===== src/rtl/popcount_frame_accum.sv =====
// popcount_frame_accum
//   Accumulates the population count of every accepted WIDTH-bit word in a
//   frame (terminated by in_last) and emits one result per frame: total ones,
//   accepted beat count and a saturation flag. Both accumulators clamp at
//   all-ones and never wrap.
//
// Ports
//   clk        rising-edge clock
//   rst        asynchronous active-high reset
//   in_valid   in_data/in_last valid this cycle
//   in_ready   block accepts a beat (high while accumulating)
//   in_data    WIDTH-bit word whose set bits are counted
//   in_last    accepted beat ends the frame
//   out_valid  frame result available
//   out_ready  downstream consumes the result
//   out_count  total ones in the frame (saturating)
//   out_beats  accepted beats in the frame (saturating)
//   out_sat    either count saturated during the frame
module popcount_frame_accum #(
  parameter int WIDTH = 8,
  parameter int CNT_W = 16
) (
  input  logic             clk,
  input  logic             rst,
  input  logic             in_valid,
  output logic             in_ready,
  input  logic [WIDTH-1:0] in_data,
  input  logic             in_last,
  output logic             out_valid,
  input  logic             out_ready,
  output logic [CNT_W-1:0] out_count,
  output logic [CNT_W-1:0] out_beats,
  output logic             out_sat
);

  localparam logic [0:0]   S_ACCUM = 1'b0;
  localparam logic [0:0]   S_DONE  = 1'b1;
  localparam int unsigned  W_U     = WIDTH;
  localparam logic [CNT_W:0] ONE   = {{CNT_W{1'b0}}, 1'b1};

  logic [0:0]       state_q, state_d;
  logic [CNT_W-1:0] acc_count_q, acc_count_d;
  logic [CNT_W-1:0] acc_beats_q, acc_beats_d;
  logic             sat_q, sat_d;
  logic [CNT_W-1:0] out_count_q, out_count_d;
  logic [CNT_W-1:0] out_beats_q, out_beats_d;
  logic             out_sat_q, out_sat_d;

  logic [CNT_W:0]   pc;
  logic [CNT_W:0]   sum_count;
  logic [CNT_W:0]   sum_beats;
  logic [CNT_W-1:0] next_count;
  logic [CNT_W-1:0] next_beats;
  logic             next_sat;
  logic             xfer;

  // Population count of the incoming word, zero-extended to CNT_W+1 bits.
  always_comb begin
    pc = '0;
    for (int unsigned i = 0; i < W_U; i++) begin
      pc = pc + {{CNT_W{1'b0}}, in_data[i]};
    end
  end

  // The extra MSB of each sum is the clamp indicator; the count cannot
  // overflow CNT_W+1 bits because pc itself fits in CNT_W bits.
  always_comb begin
    sum_count  = {1'b0, acc_count_q} + pc;
    sum_beats  = {1'b0, acc_beats_q} + ONE;
    next_count = sum_count[CNT_W] ? '1 : sum_count[CNT_W-1:0];
    next_beats = sum_beats[CNT_W] ? '1 : sum_beats[CNT_W-1:0];
    next_sat   = sat_q | sum_count[CNT_W] | sum_beats[CNT_W];
  end

  assign in_ready = (state_q == S_ACCUM);
  assign xfer     = in_valid & in_ready;

  always_comb begin
    state_d     = state_q;
    acc_count_d = acc_count_q;
    acc_beats_d = acc_beats_q;
    sat_d       = sat_q;
    out_count_d = out_count_q;
    out_beats_d = out_beats_q;
    out_sat_d   = out_sat_q;
    case (state_q)
      S_ACCUM: begin
        if (xfer) begin
          if (in_last) begin
            out_count_d = next_count;
            out_beats_d = next_beats;
            out_sat_d   = next_sat;
            acc_count_d = '0;
            acc_beats_d = '0;
            sat_d       = 1'b0;
            state_d     = S_DONE;
          end else begin
            acc_count_d = next_count;
            acc_beats_d = next_beats;
            sat_d       = next_sat;
          end
        end
      end
      default: begin
        if (out_ready) begin
          state_d = S_ACCUM;
        end
      end
    endcase
  end

  always_ff @(posedge clk or posedge rst) begin
    if (rst) begin
      state_q     <= S_ACCUM;
      acc_count_q <= '0;
      acc_beats_q <= '0;
      sat_q       <= 1'b0;
      out_count_q <= '0;
      out_beats_q <= '0;
      out_sat_q   <= 1'b0;
    end else begin
      state_q     <= state_d;
      acc_count_q <= acc_count_d;
      acc_beats_q <= acc_beats_d;
      sat_q       <= sat_d;
      out_count_q <= out_count_d;
      out_beats_q <= out_beats_d;
      out_sat_q   <= out_sat_d;
    end
  end

  // out_valid is exactly "in DONE", so it is decoded from the state register
  // rather than kept as a separate flop.
  assign out_valid = (state_q == S_DONE);
  assign out_count = out_count_q;
  assign out_beats = out_beats_q;
  assign out_sat   = out_sat_q;

endmodule


===== config.mk =====
export PLATFORM = sky130hd
export DESIGN_NAME = popcount_frame_accum
export DESIGN_NICKNAME = d
export VERILOG_FILES = /design/src/rtl/popcount_frame_accum.sv
export SDC_FILE = /design/constraint.sdc
export NUM_CORES = 1
export LEC_CHECK = 0
export BUFFER_PORTS_ARGS = -buffer_cell sky130_fd_sc_hd__buf_2
export CAP_MARGIN = 20
export CORE_MARGIN = 1
export CORE_UTILIZATION = 36
export CTS_CLUSTER_DIAMETER = 100
export DETAILED_ROUTE_END_ITERATION = 12
export GPL_TIMING_DRIVEN = 1
export SLEW_MARGIN = 25
export SYNTH_ARGS = -nofsm -noshare
export SYNTH_HDL_FRONTEND = slang
export SYNTH_SLANG_ARGS = --single-unit

===== constraint.sdc =====
create_clock -name clk -period 4.3 [get_ports clk]
set_input_delay 0.86 -clock clk [delete_from_list [all_inputs] [get_ports clk]]
set_output_delay 0.86 -clock clk [all_outputs]
set_load 0.05 [all_outputs]

Word level (Yosys, flattened, before mapping)
Cells that the tools add are included.
- add/subtract/negate cells: 9
- multiplexer cells: 9
- bitwise operators: 4
- reduce and logical (&&, ||, !) cells: 2
- operator list (kind ; number):
    $mux W16 ; 4
    $add A16 B1 Y17 const B ; 1
    $add A16 B8 Y17 ; 1
    $add A7 B1 Y8 ; 1
    $add A6 B1 Y7 ; 1
    $add A5 B1 Y6 ; 1
    $add A4 B1 Y5 ; 1
    $mux W1 ; 5
    $add A3 B1 Y4 ; 1
    $add A2 B1 Y3 ; 1
    $reduce_and A3 Y1 ; 1
    $add A1 B1 Y2 ; 1
    $or A1 B1 Y1 ; 2
    $reduce_and A2 Y1 ; 1
    $and A1 B1 Y1 ; 1
    $not A1 Y1 ; 1
- flip-flop bits (word level): 67
- bits of input ports: 13
- output and inout bits: 35
- word-level logic and storage cells: 31

Logic depth before layout (Yosys ltp)
Gate-level depths: netlist of run 1.
- word-level depth: 11
- mapped depth: 14
- mapped depth without buffers: 12

Worst setup path after synthesis of run 1
No wires, ideal clock.
- kind: input -> register
- start point: input in_data[0]
- end point: register acc_count_q[0]
- setup time: 0.075 ns
- arrival time: 4.159 ns
- data required time: 4.225 ns
- slack: 0.066 ns
- stages: 14
- buffers on the path: 2
- cell sequence: fa_1 > inv_1 > fa_1 > fa_1 > fa_1 > inv_1 > fa_1 > a211o_1 > nand2_1 > or3_1 > buf_6 > buf_6 > a21o_1 > o21ai_2
- longest elaborated chain between the ends: 10
- RTL lines (item ; line ; RTL):
    from (decl) ; 27 ; input logic [WIDTH-1:0] in_data,
    $add A1 B1 Y2 ; 61 ; pc = pc + {{CNT_W{1'b0}}, in_data[i]};
    $add A2 B1 Y3 ; 61 ;
    $add A3 B1 Y4 ; 61 ;
    $add A4 B1 Y5 ; 61 ;
    $add A5 B1 Y6 ; 61 ;
    $add A6 B1 Y7 ; 61 ;
    $add A7 B1 Y8 ; 61 ;
    $add A16 B8 Y17 ; 68 ; sum_count = {1'b0, acc_count_q} + pc;
    $mux W16 ; 70 ; next_count = sum_count[CNT_W] ? '1 : sum_count[CNT_W-1:0];
    $mux W16 ; 89 ; if (in_last) begin
    to (signal assigned) ; 123 ; acc_count_q <= acc_count_d;
    to (decl) ; 42 ; logic [CNT_W-1:0] acc_count_q, acc_count_d;
No other way between the ends.
A chain may end at the register's enable or synchronous reset.

Worst setup path in the final report of run 1
- start point: input in_data[0]
- end point: register acc_count_q[12]
The elaborated chain is that of the path after synthesis.

==> results.sh, run 1 <==
export IMPL_fmax_mhz=249
export IMPL_crit_family="adder cells"
export IMPL_num_rows=36
export IMPL_startpoint="in_data[0]"
export IMPL_yosysWarnings=0
export IMPL_core_um2=9860
export IMPL_vias_per_cell=5.33
export IMPL_die_area_um2=10600
export IMPL_setup_viol=0
export IMPL_ant_nets=0
export IMPL_nets=463
export IMPL_track_usage_pct=17.6
export IMPL_rrSetupSlack_ns=1.02
export IMPL_fin_crit_ns=4.01
export IMPL_grt_pass1_vias=2779
export IMPL_cts_root_buf="clkbuf_8"
export IMPL_synth_area_leader_cell="dfrtp_1"
export IMPL_yosysTopAreaCellShare_pct=45.5
export IMPL_area_delta_synth_final_pct=14.0
export IMPL_start_util_pct=37.3
export IMPL_io_buffers=47
export IMPL_io_pins=48
export IMPL_global_route_overflow_total=0
export IMPL_min_path_type="flop to flop"
export IMPL_clock_skew_ns=0.00533
export IMPL_grt_pass1_wl_um=14100
export IMPL_cpMaxStageDelayCell="fa_1"
export IMPL_drc=0
export IMPL_grt_antenna_before_repair=0
export IMPL_post_dp_cell_area_um2=4040
export IMPL_cts_tree="done"
export IMPL_fin_cells=575
export IMPL_gp_congestion=0.839
export IMPL_synthCells=398
export IMPL_die_w_um=103
export IMPL_grt_max_degree=44
export IMPL_cts_sinks=67
export IMPL_clk_pin_slew_ns=0.07
export IMPL_status="finished, final reports clean"
export IMPL_initialDrtViolationCount=247
export IMPL_dp_cells=560
export IMPL_setup_tns_ns=0
export IMPL_critPathArrivalTime_ns=4.22
export IMPL_ys_seq_elements=67
export IMPL_criticalPathCategory="input port to flop"
export IMPL_period_share_pct=93.3
export IMPL_crit_path_max_fanout=4
export IMPL_startpoint_type="input port"
export IMPL_yosysSeqAreaShare_pct=45.5
export IMPL_rr_worst_depth=12
export IMPL_clk_latency_ns=0.34
export IMPL_place_ws_ns=-0.0913
export IMPL_synth_area_leaders="dfrtp_1, a21oi_1, nor2_1"
export IMPL_tightest_slew_ns=0.854
export IMPL_critPathCapture="acc_count_q[12]"
export IMPL_rsz0062_at_grt="false"
export IMPL_slew_limit_headroom_pct=43.0
export IMPL_timing_rr_start="acc_count_q[0]"
export IMPL_ys_flop_type="dfrtp_1"
export IMPL_fin_area_um2=4200
export IMPL_path_depth=14
export IMPL_ir_drop_mv=0.268
export IMPL_max_cap_violations=0
export IMPL_cts_hold_buffers=0
export IMPL_synth_avg_cell_area_um2=9.25
export IMPL_first_pass_iters=5
export IMPL_drive_gt1_share_pct=19.2
export IMPL_syn_area_um2=3680
export IMPL_cpMostUsedCell="fa_1"
export IMPL_crit_chain="buf_2, fa_1, inv_1, fa_1, fa_1, fa_1, inv_1, fa_1, a211o_1, buf_4, and3b_2, nand3_1, mux2i_1, o21ai_0"
export IMPL_wl_per_cell_um=14.7
export IMPL_fin_ws_ns=0.290
export IMPL_cp_end_kind="flop"
export IMPL_required_ns=4.51
export IMPL_fin_util_pct=42.5
export IMPL_numCtsBuffers=9
export IMPL_cellPowerDensity_nw_per_um2=503
export IMPL_holdPathStages=1
export IMPL_async_reset_ff_share_pct=100
export IMPL_cts_setup_buffers=0
export IMPL_die_h_um=103
export IMPL_htree_num_levels=3
export IMPL_vias=3063
export IMPL_syn_num_nets=423
export IMPL_dp_hpwl_um=5790
export IMPL_p_leak_nw=1.92
export IMPL_hold_viol=0
export IMPL_worstReg2RegEnd="acc_count_q[12]"
export IMPL_antenna_cells=0
export IMPL_crit_path_max_incr_delay_ns=0.52
export IMPL_drv_slew=0
export IMPL_cts_buffer_depth=2
export IMPL_synth_distinct_cells=49
export IMPL_totalWireLength_um=8460
export IMPL_cts_resized=0
export IMPL_cp_num_buf_inv=4
export IMPL_synth_edff_count=0
[cells in the final DEF, fill, tap and decap left out, drive strengths merged, types with 5 or more instances in the layout]
master	count
nand2	31
ha	7
xor2	11
a21oi	33
nor3	10
a41oi	6
clkbuf	12
nand3	10
o21ai	29
dfrtp	67
nand4	8
nor2	40
buf	61
o21a	5
a31oi	22
xnor2	5
inv	15
and3	7
fa	5
[metal layers]
layer  vias to the layer above  wire, µm  GRT usage [%]  share of wire, %
met5                         -         0              0                 0
met4                         0       143           7.80               1.7
met3                        10       402           3.12               4.8
met2                        74      3540           24.5                42
met1                      1469      4380           26.3                52
li1                       1510         -              -                 -
[power by group]
group          internal (mW)  total (mW)  switching, mW  leakage (nW)
clock network          0.219       0.459          0.239        0.0860
registers              0.731       0.805         0.0744         0.872
logic                  0.278       0.847          0.569         0.965
[synth_stat cells (all sizes together) (5+ instances only)]
cell and count:
clkbuf 19, xor2 11, o21ai 29, xnor2 5, and3 7, buf 13, nand4 8, ha 7
dfrtp 67, nand2 31, o21a 5, a21oi 33, fa 5, a41oi 6, nor2 40, nand3 10
nor3 10, a31oi 22, inv 15
[worst register-to-register path, stage by stage (launching register included)]
cell     delay, ns
dfrtp_1       0.36
inv_1         0.10
fa_1          0.44
fa_1          0.51
fa_1          0.18
inv_1         0.06
fa_1          0.39
a211o_1       0.32
buf_4         0.15
and3b_2       0.22
nand3_1       0.13
mux2i_1       0.18
o21ai_0       0.09
[state kept, by name (all words and copies together), names as in the netlist]
register and count:
out_count 16, out_sat 1, acc_beats_q 16, sat_q 1
out_valid 1, acc_count_q 16, out_beats 16
[stage by stage]
step,power (mW),hold WS [ns]
floorplan,1.44,0.456
global placement,1.66,0.463
detailed placement,1.66,0.471
CTS,2.13,0.491
global route,2.25,0.517
finish,2.11,0.483
[final cells by class]
class / count / area [µm²]
Inverter: 15 / 56.3
Fill cell: 983 / 5670
Clock inverter: 3 / 15.0
Sequential cell: 67 / 1680
Multi-Input combinational cell: 284 / 1800
Tap cell: 133 / 166
Clock buffer: 12 / 145
Timing Repair Buffer: 61 / 340
[how the worst min path moves through the flow]
stage	slack (ns)	start	end
floorplan	0.46	acc_count_q[1]	acc_count_q[1]
global placement	0.46	out_beats[15]	out_beats[15]
detailed placement	0.47	out_beats[12]	out_beats[12]
CTS	0.49	out_beats[7]	out_beats[7]
global route	0.52	out_beats[15]	out_beats[15]
finish	0.48	out_beats[7]	out_beats[7]
[cell families after synthesis]
family,after synthesis,share of synthesized area (%)
muxes,3,0.816
adders and majority gates,12,5.10
DFF,67,45.5
and+or+nand+nor,124,16.4
AOI/OAI and AO/OA,129,22.6
buffers and inverters,47,5.74
xor gates and xnor gates,16,3.81
Note: power is estimated with default switching activity, not from simulation.
==> run 2, diff against run 1 <==
==> constraint.sdc (replaced) <==
create_clock -name clk -period 4.3 [get_ports clk]
set_input_delay 0.215 -clock clk [delete_from_list [all_inputs] [get_ports clk]]
set_output_delay 0.215 -clock clk [all_outputs]
set_load 0.05 [all_outputs]
==> run 2 against run 1 <==
Fmax grew 4.7%. Critical path depth is 1 lower. First-iteration DRC count down 52%. Worst setup slack better by 0.18 ns.
==> results.sh, run 2 (synthesis results as in run 1) <==
export IMPL_required_ns=4.57
export IMPL_die_area_um2=10600
export IMPL_layout_commonest_cell="dfrtp_1"
export IMPL_period_share_pct=89.1
export IMPL_fin_area_um2=4160
export IMPL_cts_root_buf="clkbuf_8"
export IMPL_nets=454
export IMPL_cellPowerDensity_nw_per_um2=514
export IMPL_criticalPathCategory="input port to flop"
export IMPL_drv_slew=0
export IMPL_setup_tns_ns=0
export IMPL_fin_crit_ns=3.83
export IMPL_cts_buffer_depth=2
export IMPL_drive_gt1_share_pct=17.3
export IMPL_track_usage_pct=17.4
export IMPL_pwr_share_clk_pct=24.1
export IMPL_timing_hold_ws_ns=0.0448
export IMPL_io_pins=48
export IMPL_p_sw_mw=0.873
export IMPL_cts_setup_buffers=0
export IMPL_finalPower_mw=2.14
export IMPL_seqCellArea_um2=1680
export IMPL_multi_input_area_um2=1800
export IMPL_tightest_slew_ns=0.857
export IMPL_htree_num_levels=3
export IMPL_start_util_pct=37.3
export IMPL_grt_pass1_wl_um=14100
export IMPL_num_rows=36
export IMPL_critPathArrivalTime_ns=4.10
export IMPL_vias_per_cell=5.35
export IMPL_die_w_um=103
export IMPL_seqPwrFrac_pct=37.6
export IMPL_first_pass_iters=4
export IMPL_core_um2=9860
export IMPL_clk_latency_ns=0.34
export IMPL_totalWireLength_um=8460
export IMPL_dp_hpwl_um=5760
export IMPL_clk_pin_slew_ns=0.07
export IMPL_cts_tree="done"
export IMPL_ir_drop_mv=0.235
export IMPL_p_sw_share_pct=40.9
export IMPL_post_dp_cell_area_um2=3970
export IMPL_place_ws_ns=0.130
export IMPL_hold_viol=0
export IMPL_numCtsBuffers=9
export IMPL_gp_congestion=0.848
export IMPL_final_cell_mix="dfrtp_1, buf_2, nor2_1"
export IMPL_rsz0062_at_grt="false"
export IMPL_p_comb_share_pct=38.3
export IMPL_area_delta_synth_final_pct=12.9
export IMPL_setup_viol=0
export IMPL_p_int_mw=1.26
export IMPL_min_path_type="input port to flop"
export IMPL_slew_limit_headroom_pct=42.8
export IMPL_vias=3032
export IMPL_clock_skew_ns=0.00760
export IMPL_grt_antenna_before_repair=0
export IMPL_global_route_overflow_total=0
export IMPL_cp_end_kind="flop"
export IMPL_crit_path_max_fanout=15
export IMPL_die_h_um=103
export IMPL_grt_max_degree=68
export IMPL_startpoint_type="input port"
export IMPL_initialDrtViolationCount=118
export IMPL_cts_resized=0
export IMPL_cts_hold_buffers=0
export IMPL_antenna_cells=0
export IMPL_max_cap_violations=0
export IMPL_p_leak_nw=1.89
export IMPL_wl_per_cell_um=14.9
export IMPL_grt_pass1_vias=2871
export IMPL_cts_sinks=67
export IMPL_drc=0
export IMPL_fin_ws_ns=0.469
export IMPL_io_buffers=47
export IMPL_status="finished, final reports clean"
export IMPL_fmax_mhz=261
export IMPL_nFillCells=974
export IMPL_ant_nets=0
run 2: path summary, 6_finish.rpt:
path                                        end      startpoint  cells after the start  slack (ns)
worst max-delay path            acc_count_q[11]      in_data[0]                     13        0.47
worst min-delay path                  out_valid       out_ready                      2        0.04
max in group asynchronous       acc_count_q[14]             rst                      3        3.62
worst min register to register     out_count[2]    out_count[2]                      2        0.48
worst max register to register  acc_count_q[11]  acc_count_q[0]                     11        0.56
min in group asynchronous          out_beats[6]             rst                      3        0.11
run 2: layer usage:
layer	global-route usage, %	vias up	share of wire (%)
li1	-	1498	-
met1	25.2	1461	52
met2	25.3	60	42
met3	2.98	13	3.6
met4	7.91	0	1.9
met5	0	-	0
run 2: power groups by stage:
stage                     logic (mW)  registers (mW)  clock network, mW
after global placement         0.805           0.816                  0
after detailed placement       0.820           0.818                  0
after CTS                      0.823           0.806              0.532
after floorplan                0.414            1.02                  0
final                          0.820           0.804              0.514
after global routing           0.895           0.820              0.559
run 2: stage by stage:
stage / std cells / utilization [%]
after floorplan: 398 / -
after global placement: 551 / 40.2
final: 567 / 42.1
after detailed placement: 551 / 40.2
after global routing: 567 / 42.1
after CTS: 567 / 42.1
run 2: worst max-delay path, stage by stage:
cell,delay [ns]
buf_2,0.11
fa_1,0.53
inv_1,0.05
fa_1,0.49
fa_1,0.43
fa_1,0.39
inv_1,0.08
fa_1,0.22
a211o_1,0.23
nand2_1,0.19
or3_1,0.69
a41o_1,0.33
a21oi_1,0.14
run 2: area by class of cell:
| class | count | share of cell area [%] |
|---|---|---|
| Multi-Input combinational cell | 284 | 43.2 |
| Sequential cell | 67 | 40.3 |
| Timing Repair Buffer | 52 | 6.56 |
| Tap cell | 133 | 4.00 |
| Clock buffer | 14 | 3.67 |
| Inverter | 15 | 1.35 |
| Clock inverter | 2 | 0.843 |
